### config.mk
export PLATFORM = sky130hd
export DESIGN_NAME = ecc_secded_pipe_flat
export DESIGN_NICKNAME = d
export VERILOG_FILES = /design/src/rtl/ecc_pkg.sv /design/src/rtl/ecc_secded_pipe_if.sv /design/src/rtl/ecc_secded_enc.sv /design/src/rtl/ecc_secded_pipe.sv /design/src/flat_wrapper.sv
export SDC_FILE = /design/constraint.sdc
export NUM_CORES = 1
export LEC_CHECK = 0
export BUFFER_PORTS_ARGS = -buffer_cell sky130_fd_sc_hd__buf_2
export CAP_MARGIN = 30
export CORE_UTILIZATION = 55
export CTS_BUF_LIST = sky130_fd_sc_hd__clkbuf_16
export CTS_CLUSTER_SIZE = 30
export DETAILED_ROUTE_END_ITERATION = 8
export PLACE_DENSITY_LB_ADDON = 0.15
export SLEW_MARGIN = 15
export SYNTH_ARGS = -nofsm -noshare
export SYNTH_HDL_FRONTEND = slang
export SYNTH_SLANG_ARGS = --single-unit
### constraint.sdc
create_clock -name clk -period 2.04 [get_ports clk]
set_clock_uncertainty 0.05 [all_clocks]
set_input_delay 0.204 -clock clk [delete_from_list [all_inputs] [get_ports clk]]
set_output_delay 0.204 -clock clk [all_outputs]
set_load 0.01 [all_outputs]
### src/rtl/ecc_pkg.sv
// Shared definitions for the SECDED read-path checker: code geometry helpers
// and the per-beat error classification.
package ecc_pkg;

    typedef enum logic [1:0] {
        ECC_CLEAN = 2'd0,
        ECC_CE    = 2'd1,
        ECC_UE    = 2'd2
    } ecc_class_e;

    // Number of Hamming check bits: smallest P with 2^P >= data_w + P + 1.
    function automatic int ecc_p(input int data_w);
        int p;
        p = 1;
        for (int i = 0; i < 8; i++) begin
            if ((2 ** p) < (data_w + p + 1)) begin
                p = p + 1;
            end else begin
                p = p;
            end
        end
        return p;
    endfunction

    // Codeword position of data bit k: the k-th non-power-of-two position
    // counting upward from 3.
    function automatic int data_pos(input int k);
        int cnt;
        int pos;
        cnt = 0;
        pos = 0;
        for (int q = 3; q < 512; q++) begin
            if ((q & (q - 1)) != 0) begin
                if (cnt == k) begin
                    pos = q;
                end else begin
                    pos = pos;
                end
                cnt = cnt + 1;
            end else begin
                cnt = cnt;
            end
        end
        return pos;
    endfunction

endpackage

### src/rtl/ecc_secded_pipe_if.sv
// Read-beat stream bundle: capture side (in_*) and host side (out_*).
interface ecc_secded_pipe_if
    import ecc_pkg::*;
#(
    parameter int DATA_W = 64,
    parameter int ADDR_W = 28
);
    localparam int ECC_W = ecc_p(DATA_W) + 1;

    logic              in_valid;
    logic              in_ready;
    logic [DATA_W-1:0] in_data;
    logic [ECC_W-1:0]  in_ecc;
    logic [ADDR_W-1:0] in_addr;

    logic              out_valid;
    logic              out_ready;
    logic [DATA_W-1:0] out_data;
    logic [ADDR_W-1:0] out_addr;
    logic              out_ce;
    logic              out_ue;
    logic [ECC_W-1:0]  out_syndrome;

    modport master (
        output in_valid, in_data, in_ecc, in_addr, out_ready,
        input  in_ready, out_valid, out_data, out_addr, out_ce, out_ue, out_syndrome
    );

    modport slave (
        input  in_valid, in_data, in_ecc, in_addr, out_ready,
        output in_ready, out_valid, out_data, out_addr, out_ce, out_ue, out_syndrome
    );

endinterface

### src/rtl/ecc_secded_enc.sv
// Combinational extended-Hamming generator: check bits plus overall parity.
// Shared between the read-side syndrome recomputation and the write path.
module ecc_secded_enc
    import ecc_pkg::*;
#(
    parameter  int DATA_W = 64,
    localparam int P      = ecc_p(DATA_W)
) (
    input  logic [DATA_W-1:0] i_data,
    output logic [P-1:0]      o_hamming,
    output logic              o_parity
);

    // Each set data bit contributes its position index to the check word.
    logic [P-1:0] w_term [DATA_W];
    logic [P-1:0] w_hamming;

    genvar k;
    for (k = 0; k < DATA_W; k++) begin : g_term
        localparam int           POS   = data_pos(k);
        localparam logic [P-1:0] POS_V = POS[P-1:0];
        assign w_term[k] = POS_V & {P{i_data[k]}};
    end

    // Fold the per-bit position terms into the Hamming check bits.
    always_comb begin
        w_hamming = {P{1'b0}};
        for (int i = 0; i < DATA_W; i++) begin
            w_hamming = w_hamming ^ w_term[i];
        end
    end

    assign o_hamming = w_hamming;
    assign o_parity  = (^i_data) ^ (^w_hamming);

endmodule

### src/rtl/ecc_secded_pipe.sv
// Two-stage SECDED checker/corrector for the DDR3 read return path with
// valid/ready flow control, saturating CE/UE counters and first-error log.
module ecc_secded_pipe
    import ecc_pkg::*;
#(
    parameter  int DATA_W = 64,
    parameter  int ADDR_W = 28,
    parameter  int CNT_W  = 16,
    localparam int P      = ecc_p(DATA_W),
    localparam int ECC_W  = P + 1,
    localparam int N      = DATA_W + P
) (
    input  logic                clk,
    input  logic                rst_n,
    ecc_secded_pipe_if.slave    bus,
    input  logic                cnt_clr,
    output logic [CNT_W-1:0]    ce_count,
    output logic [CNT_W-1:0]    ue_count,
    output logic                log_valid,
    output logic [ADDR_W-1:0]   log_addr,
    output logic                log_ue
);

    localparam logic [P-1:0]     N_P     = N[P-1:0];
    localparam logic [CNT_W-1:0] CNT_MAX = {CNT_W{1'b1}};

    // Flow control: a stage moves when empty or when its consumer moves.
    logic w_s2_adv;
    logic w_s1_adv;
    logic w_out_fire;

    // Syndrome recomputation on the incoming beat.
    logic [P-1:0] w_hamming;
    logic         w_parity;
    logic [P-1:0] w_s_in;
    logic         w_pe_in;

    // Stage 1: raw beat plus syndrome.
    logic              r_s1_valid;
    logic [DATA_W-1:0] r_s1_data;
    logic [ADDR_W-1:0] r_s1_addr;
    logic [ECC_W-1:0]  r_s1_syn;

    // Decode of stage 1.
    logic [P-1:0]      w_s;
    logic              w_pe;
    ecc_class_e        w_cls;
    logic [DATA_W-1:0] w_flip;
    logic [DATA_W-1:0] w_corr;

    // Stage 2: corrected beat and flags, drives the outputs directly.
    logic              r_s2_valid;
    logic [DATA_W-1:0] r_s2_data;
    logic [ADDR_W-1:0] r_s2_addr;
    logic              r_s2_ce;
    logic              r_s2_ue;
    logic [ECC_W-1:0]  r_s2_syn;

    assign w_s2_adv     = (~r_s2_valid) | bus.out_ready;
    assign w_s1_adv     = (~r_s1_valid) | w_s2_adv;
    assign w_out_fire   = r_s2_valid & bus.out_ready;
    assign bus.in_ready = w_s1_adv;

    ecc_secded_enc #(.DATA_W(DATA_W)) u_enc (
        .i_data    (bus.in_data),
        .o_hamming (w_hamming),
        .o_parity  (w_parity)
    );

    // The encoder parity already folds in the recomputed check bits; XOR-ing
    // the syndrome cancels them and leaves the received check bits instead.
    assign w_s_in  = w_hamming ^ bus.in_ecc[P-1:0];
    assign w_pe_in = w_parity ^ (^w_s_in) ^ bus.in_ecc[P];

    // Stage 1 register: capture each accepted beat with its syndrome.
    always_ff @(posedge clk or negedge rst_n) begin
        if (!rst_n) begin
            r_s1_valid <= 1'b0;
            r_s1_data  <= {DATA_W{1'b0}};
            r_s1_addr  <= {ADDR_W{1'b0}};
            r_s1_syn   <= {ECC_W{1'b0}};
        end else if (w_s1_adv) begin
            r_s1_valid <= bus.in_valid;
            if (bus.in_valid) begin
                r_s1_data <= bus.in_data;
                r_s1_addr <= bus.in_addr;
                r_s1_syn  <= {w_pe_in, w_s_in};
            end
        end
    end

    assign w_s  = r_s1_syn[P-1:0];
    assign w_pe = r_s1_syn[P];

    // Classify stage 1: odd weight with an in-range syndrome is correctable.
    always_comb begin
        w_cls = ECC_CLEAN;
        if (!w_pe) begin
            if (w_s == {P{1'b0}}) begin
                w_cls = ECC_CLEAN;
            end else begin
                w_cls = ECC_UE;
            end
        end else begin
            if (w_s > N_P) begin
                w_cls = ECC_UE;
            end else begin
                w_cls = ECC_CE;
            end
        end
    end

    // Only a data position can match; check-bit and parity errors flip nothing.
    genvar k;
    for (k = 0; k < DATA_W; k++) begin : g_flip
        localparam int           POS   = data_pos(k);
        localparam logic [P-1:0] POS_V = POS[P-1:0];
        assign w_flip[k] = (w_cls == ECC_CE) && (w_s == POS_V);
    end

    assign w_corr = r_s1_data ^ w_flip;

    // Stage 2 register: corrected data and flags; holds while stalled.
    always_ff @(posedge clk or negedge rst_n) begin
        if (!rst_n) begin
            r_s2_valid <= 1'b0;
            r_s2_data  <= {DATA_W{1'b0}};
            r_s2_addr  <= {ADDR_W{1'b0}};
            r_s2_ce    <= 1'b0;
            r_s2_ue    <= 1'b0;
            r_s2_syn   <= {ECC_W{1'b0}};
        end else if (w_s2_adv) begin
            r_s2_valid <= r_s1_valid;
            if (r_s1_valid) begin
                r_s2_data <= w_corr;
                r_s2_addr <= r_s1_addr;
                r_s2_ce   <= (w_cls == ECC_CE);
                r_s2_ue   <= (w_cls == ECC_UE);
                r_s2_syn  <= r_s1_syn;
            end
        end
    end

    assign bus.out_valid    = r_s2_valid;
    assign bus.out_data     = r_s2_data;
    assign bus.out_addr     = r_s2_addr;
    assign bus.out_ce       = r_s2_ce;
    assign bus.out_ue       = r_s2_ue;
    assign bus.out_syndrome = r_s2_syn;

    // Error counters: bump once per delivered beat, saturate, clear wins.
    always_ff @(posedge clk or negedge rst_n) begin
        if (!rst_n) begin
            ce_count <= {CNT_W{1'b0}};
            ue_count <= {CNT_W{1'b0}};
        end else if (cnt_clr) begin
            ce_count <= {CNT_W{1'b0}};
            ue_count <= {CNT_W{1'b0}};
        end else begin
            if (w_out_fire && r_s2_ce && (ce_count != CNT_MAX)) begin
                ce_count <= ce_count + {{(CNT_W-1){1'b0}}, 1'b1};
            end
            if (w_out_fire && r_s2_ue && (ue_count != CNT_MAX)) begin
                ue_count <= ue_count + {{(CNT_W-1){1'b0}}, 1'b1};
            end
        end
    end

    // First-error log: sticky until cleared; clear masks a same-cycle error.
    always_ff @(posedge clk or negedge rst_n) begin
        if (!rst_n) begin
            log_valid <= 1'b0;
            log_addr  <= {ADDR_W{1'b0}};
            log_ue    <= 1'b0;
        end else if (cnt_clr) begin
            log_valid <= 1'b0;
            log_addr  <= {ADDR_W{1'b0}};
            log_ue    <= 1'b0;
        end else if (w_out_fire && (r_s2_ce || r_s2_ue) && !log_valid) begin
            log_valid <= 1'b1;
            log_addr  <= r_s2_addr;
            log_ue    <= r_s2_ue;
        end
    end

endmodule

### src/flat_wrapper.sv
// flat-port wrapper written by rule: the top's interface ports become plain ports
module ecc_secded_pipe_flat import ecc_pkg::*;
#(
    parameter  int DATA_W = 64,
    parameter  int ADDR_W = 28,
    parameter  int CNT_W  = 16,
    localparam int P      = ecc_p(DATA_W),
    localparam int ECC_W  = P + 1,
    localparam int N      = DATA_W + P
)
  (clk, rst_n, cnt_clr, ce_count, ue_count, log_valid, log_addr, log_ue, bus_in_valid, bus_in_data, bus_in_ecc, bus_in_addr, bus_out_ready, bus_in_ready, bus_out_valid, bus_out_data, bus_out_addr, bus_out_ce, bus_out_ue, bus_out_syndrome);
  ecc_secded_pipe_if #(.DATA_W(DATA_W), .ADDR_W(ADDR_W)) bus_i ();
  input  logic clk;
  input  logic rst_n;
  input  logic cnt_clr;
  output logic [CNT_W-1:0] ce_count;
  output logic [CNT_W-1:0] ue_count;
  output logic log_valid;
  output logic [ADDR_W-1:0] log_addr;
  output logic log_ue;
  input wire logic [$bits(bus_i.in_valid)-1:0] bus_in_valid;
  input wire logic [$bits(bus_i.in_data)-1:0] bus_in_data;
  input wire logic [$bits(bus_i.in_ecc)-1:0] bus_in_ecc;
  input wire logic [$bits(bus_i.in_addr)-1:0] bus_in_addr;
  input wire logic [$bits(bus_i.out_ready)-1:0] bus_out_ready;
  output wire logic [$bits(bus_i.in_ready)-1:0] bus_in_ready;
  output wire logic [$bits(bus_i.out_valid)-1:0] bus_out_valid;
  output wire logic [$bits(bus_i.out_data)-1:0] bus_out_data;
  output wire logic [$bits(bus_i.out_addr)-1:0] bus_out_addr;
  output wire logic [$bits(bus_i.out_ce)-1:0] bus_out_ce;
  output wire logic [$bits(bus_i.out_ue)-1:0] bus_out_ue;
  output wire logic [$bits(bus_i.out_syndrome)-1:0] bus_out_syndrome;
  assign bus_i.in_valid = bus_in_valid;
  assign bus_i.in_data = bus_in_data;
  assign bus_i.in_ecc = bus_in_ecc;
  assign bus_i.in_addr = bus_in_addr;
  assign bus_i.out_ready = bus_out_ready;
  assign bus_in_ready = bus_i.in_ready;
  assign bus_out_valid = bus_i.out_valid;
  assign bus_out_data = bus_i.out_data;
  assign bus_out_addr = bus_i.out_addr;
  assign bus_out_ce = bus_i.out_ce;
  assign bus_out_ue = bus_i.out_ue;
  assign bus_out_syndrome = bus_i.out_syndrome;
  ecc_secded_pipe #(.DATA_W(DATA_W), .ADDR_W(ADDR_W), .CNT_W(CNT_W)) u_core (.clk(clk), .rst_n(rst_n), .bus(bus_i), .cnt_clr(cnt_clr), .ce_count(ce_count), .ue_count(ue_count), .log_valid(log_valid), .log_addr(log_addr), .log_ue(log_ue));
endmodule
==> impl_metrics.py <==
metrics = {
    "floorplan": {
        "rows": 55,
        "die_h_um": 153.4,
        "ios": 271,
        "core_area_mm2": 0.02257,
        "dieArea_mm2": 0.02354,
        "die_w_um": 153.4,
        "initial_core_util": 0.5588,
    },
    "critical_path": {
        "path_class": "in2reg",
        "arrival_ns": 2.37,
        "cp_max_fo": 3,
        "cp.required_ns": 2.42,
        "end_kind": "flip-flop",
        "start_kind": "input port",
    },
    "placed_design": {
        "place_congestion": 0.8789,
        "port_buffers": 270,
        "place_ws_ns": -0.2749,
        "dp_cells": 1747,
        "hpwl_um": 24330,
    },
    "pwr": {
        "ir_drop_mv": 0.5921,
        "power_switching_mw": 5.810,
        "p_per_area_mw_per_mm2": 1061,
        "p_int_mw": 12.30,
        "cellLeakagePower_nw": 7.968,
        "power.share.sequential": 0.389,
        "total_power_mw": 18.10,
        "pwr-share-clk": 0.287,
        "power_frac_comb": 0.324,
        "switching_share": 0.3209,
    },
    "routing": {
        "via_per_inst": 5.317,
        "drt-pass1-iter-count": 5,
        "routed_wl_um": 34680,
        "vias": 10040,
        "drtIter0Drc": 515,
        "wl_per_cell_um": 18.36,
        "drcViolationCount": 0,
        "ant_nets": 0,
    },
    "logic_synthesis": {
        "yosysSeqAreaShare": 0.5278,
        "syn_area_per_cell_um2": 11.14,
        "yosys.area.top_type": "dfrtp_1",
        "yosysTopAreaCellShare": 0.5278,
        "synthCells": 1132,
        "yosys_warnings": 0,
        "yosys-top-cells-area": "dfrtp_1 (53%), mux2_2 (11%), xnor2_1 (8.0%), xor2_1 (5.5%), nand2_1 (5.3%)",
        "synth_area_mm2": 0.01261,
        "synth_fp_nets": 1239,
        "ys_ff_latch": 266,
        "ys_async_sr_fraction": 1.000,
        "netlist-cell-type-count": 36,
        "synth_edf_count": 0,
        "ys.flop_type": "dfrtp_1",
    },
    "global_routing": {
        "grt_usage": 0.2995,
        "grt_first_pass_wirelength_um": 54710,
        "overflow": 0,
        "met2_usage": 0.5040,
        "busiest_layer": "met2",
        "antenna_found_initial": 2,
        "grt_pass1_vias": 10160,
        "gr-usage-met3": 0.04139,
        "grtUsageMet1": 0.3958,
        "grt_max_degree": 67,
    },
    "sta": {
        "setup_ws_ns": 0.05015,
        "fmax_mhz": 502.5,
        "slew_violations": 0,
        "finalWorstPathRequiredPeriod_ns": 1.990,
        "tightest_slew_ns": 0.5023,
        "slew_headroom": 0.6651,
        "final-setup-viol-count": 0,
        "period_share": 0.9754,
        "tns_ns": 0,
        "rsz0062_at_grt": "false",
        "hold_viol_final": 0,
    },
    "clocking": {
        "cts_tree": "yes",
        "cts.path.max_buffers": 3,
        "postCtsSetupBuffers": 0,
        "htreeDepth": 1,
        "cts_made_buffers": 29,
        "cts_root_buf": "clkbuf_16",
        "clk_latency_ns": 0.55,
        "path_clk_slew_ns": 0.06,
        "cts_sinks": 266,
    },
    "worst_hold_path": {
        "hp-class": "in2reg",
    },
    "flow_run": {
        "cap_violations": 0,
    },
    "layout": {
        "finalNonFillerCells": 1889,
        "final_common_cell": "buf_2",
        "drive_above_1_share": 0.3506,
        "syn_to_final_growth_pct": 35.35,
        "layout_common_cells": "buf_2 (268), dfrtp_1 (264), nand2_1 (176)",
        "fin_nets": 1688,
    },
    "run_status": {
        "outcome": "completed",
    },
}
-- stage by stage --
stage                     hold slack, ns  area, µm²  utilization
final                            0.01238      17070       0.7563
after global routing             0.01954      17070       0.7563
after CTS                       0.005708      17010       0.7535
after detailed placement          0.1368      15180       0.6725
after global placement            0.1342      15180       0.6725
after floorplan                  -0.1416      12610            -
-- power by group through the flow --
stage                     combinational, mW  clock, mW  sequential [mW]
after detailed placement               5.66          0             7.11
after global routing                   6.29       5.51             7.17
after floorplan                        3.03          0             7.20
after global placement                 5.52          0             7.07
final                                  5.86       5.19             7.05
after CTS                              5.82       5.27             7.02
-- routing by layer --
| layer | wire length, µm | part of all wire | vias up |
|---|---|---|---|
| met2 | 17120 | 0.49 | 368 |
| met1 | 14530 | 0.42 | 4906 |
| met4 | 1104 | 0.032 | 2 |
| met5 | 10 | 0.00029 | - |
| li1 | - | - | 4686 |
| met3 | 1921 | 0.055 | 81 |
-- worst paths after layout --
path	start	endpoint	slack, ns	cells past startpoint
setup / recovery	bus_in_data[19]	u_core.r_s1_syn[7]$_DFFE_PN0P_	0.05	8
hold / removal	bus_in_data[15]	u_core.r_s1_data[15]$_DFFE_PN0P_	0.01	3
setup reg to reg	u_core.r_s1_syn[6]$_DFFE_PN0P_	u_core.bus.out_data[60]$_DFFE_PN0P_	0.13	7
hold reg to reg	u_core.bus.out_data[49]$_DFFE_PN0P_	u_core.bus.out_data[49]$_DFFE_PN0P_	0.42	2
max in group asynchronous	rst_n	u_core.r_s1_data[34]$_DFFE_PN0P_	1.10	3
min in group asynchronous	rst_n	u_core.log_addr[11]$_DFFE_PN0P_	0.15	2
-- sequential cells by signal (all words and copies together) (netlist names) --
signal,flops
u_core.log_addr,28
u_core.ce_count,16
u_core.log_ue,1
u_core.r_s1_valid,1
u_core.r_s1_addr,28
u_core.bus.out_ue,1
u_core.bus.out_addr,28
u_core.r_s1_data,64
u_core.r_s1_syn,8
u_core.log_valid,1
u_core.ue_count,16
u_core.bus.out_data,64
u_core.bus.out_valid,1
u_core.bus.out_ce,1
u_core.bus.out_syndrome,8
-- kinds of logic after synthesis --
| kind of cell | after synthesis | share of synthesized area |
|---|---|---|
| compound gates | 125 | 0.05040 |
| xor+xnor | 213 | 0.1691 |
| fa+ha+maj | 2 | 0.001984 |
| buf+inv | 64 | 0.01935 |
| flops | 266 | 0.5278 |
| mux | 131 | 0.1169 |
| simple gates | 331 | 0.1145 |
-- timing repair --
item,4_1_cts,5_1_grt
resized for setup,0,12
hold endpoints to repair,301,0
endpoints found under the setup margin,0,11
hold buffers,89,0
-- cells in the mapped netlist, types with 2 or more instances --
master	instances
a21oi_1	37
a31oi_1	2
and2_1	6
and3_1	2
and4_1	5
and4b_1	2
buf_1	8
clkbuf_1	47
dfrtp_1	266
ha_1	2
inv_1	8
mux2_1	8
mux2_2	118
mux2i_1	4
nand2_1	178
nand2b_1	7
nand3_1	37
nand4_1	12
nor2_1	59
nor2b_1	2
nor3_1	10
nor3b_1	3
o21ai_0	66
o21ai_1	18
or3_1	6
xnor2_1	115
xnor3_1	17
xor2_1	79
-- worst max-delay path: stages --
cell           delay [ns]
dlygate4sd3_1        0.53
buf_2                0.18
xor2_1               0.22
xnor2_1              0.13
xnor2_1              0.29
xnor3_1              0.38
xnor3_1              0.18
mux2_4               0.26
-- area by class of cell --
| type | instances | area, µm² |
|---|---|---|
| antenna | 1 | 2.502 |
| clock buffer | 29 | 725.7 |
| clock inverter | 24 | 212.7 |
| fill | 1562 | 5502 |
| inverter | 8 | 30.03 |
| multi-input combinational | 802 | 5788 |
| sequential | 266 | 6659 |
| tap | 285 | 356.6 |
| timing repair buffer | 474 | 3296 |
No activity file was read; power rests on OpenSTA's default activity.
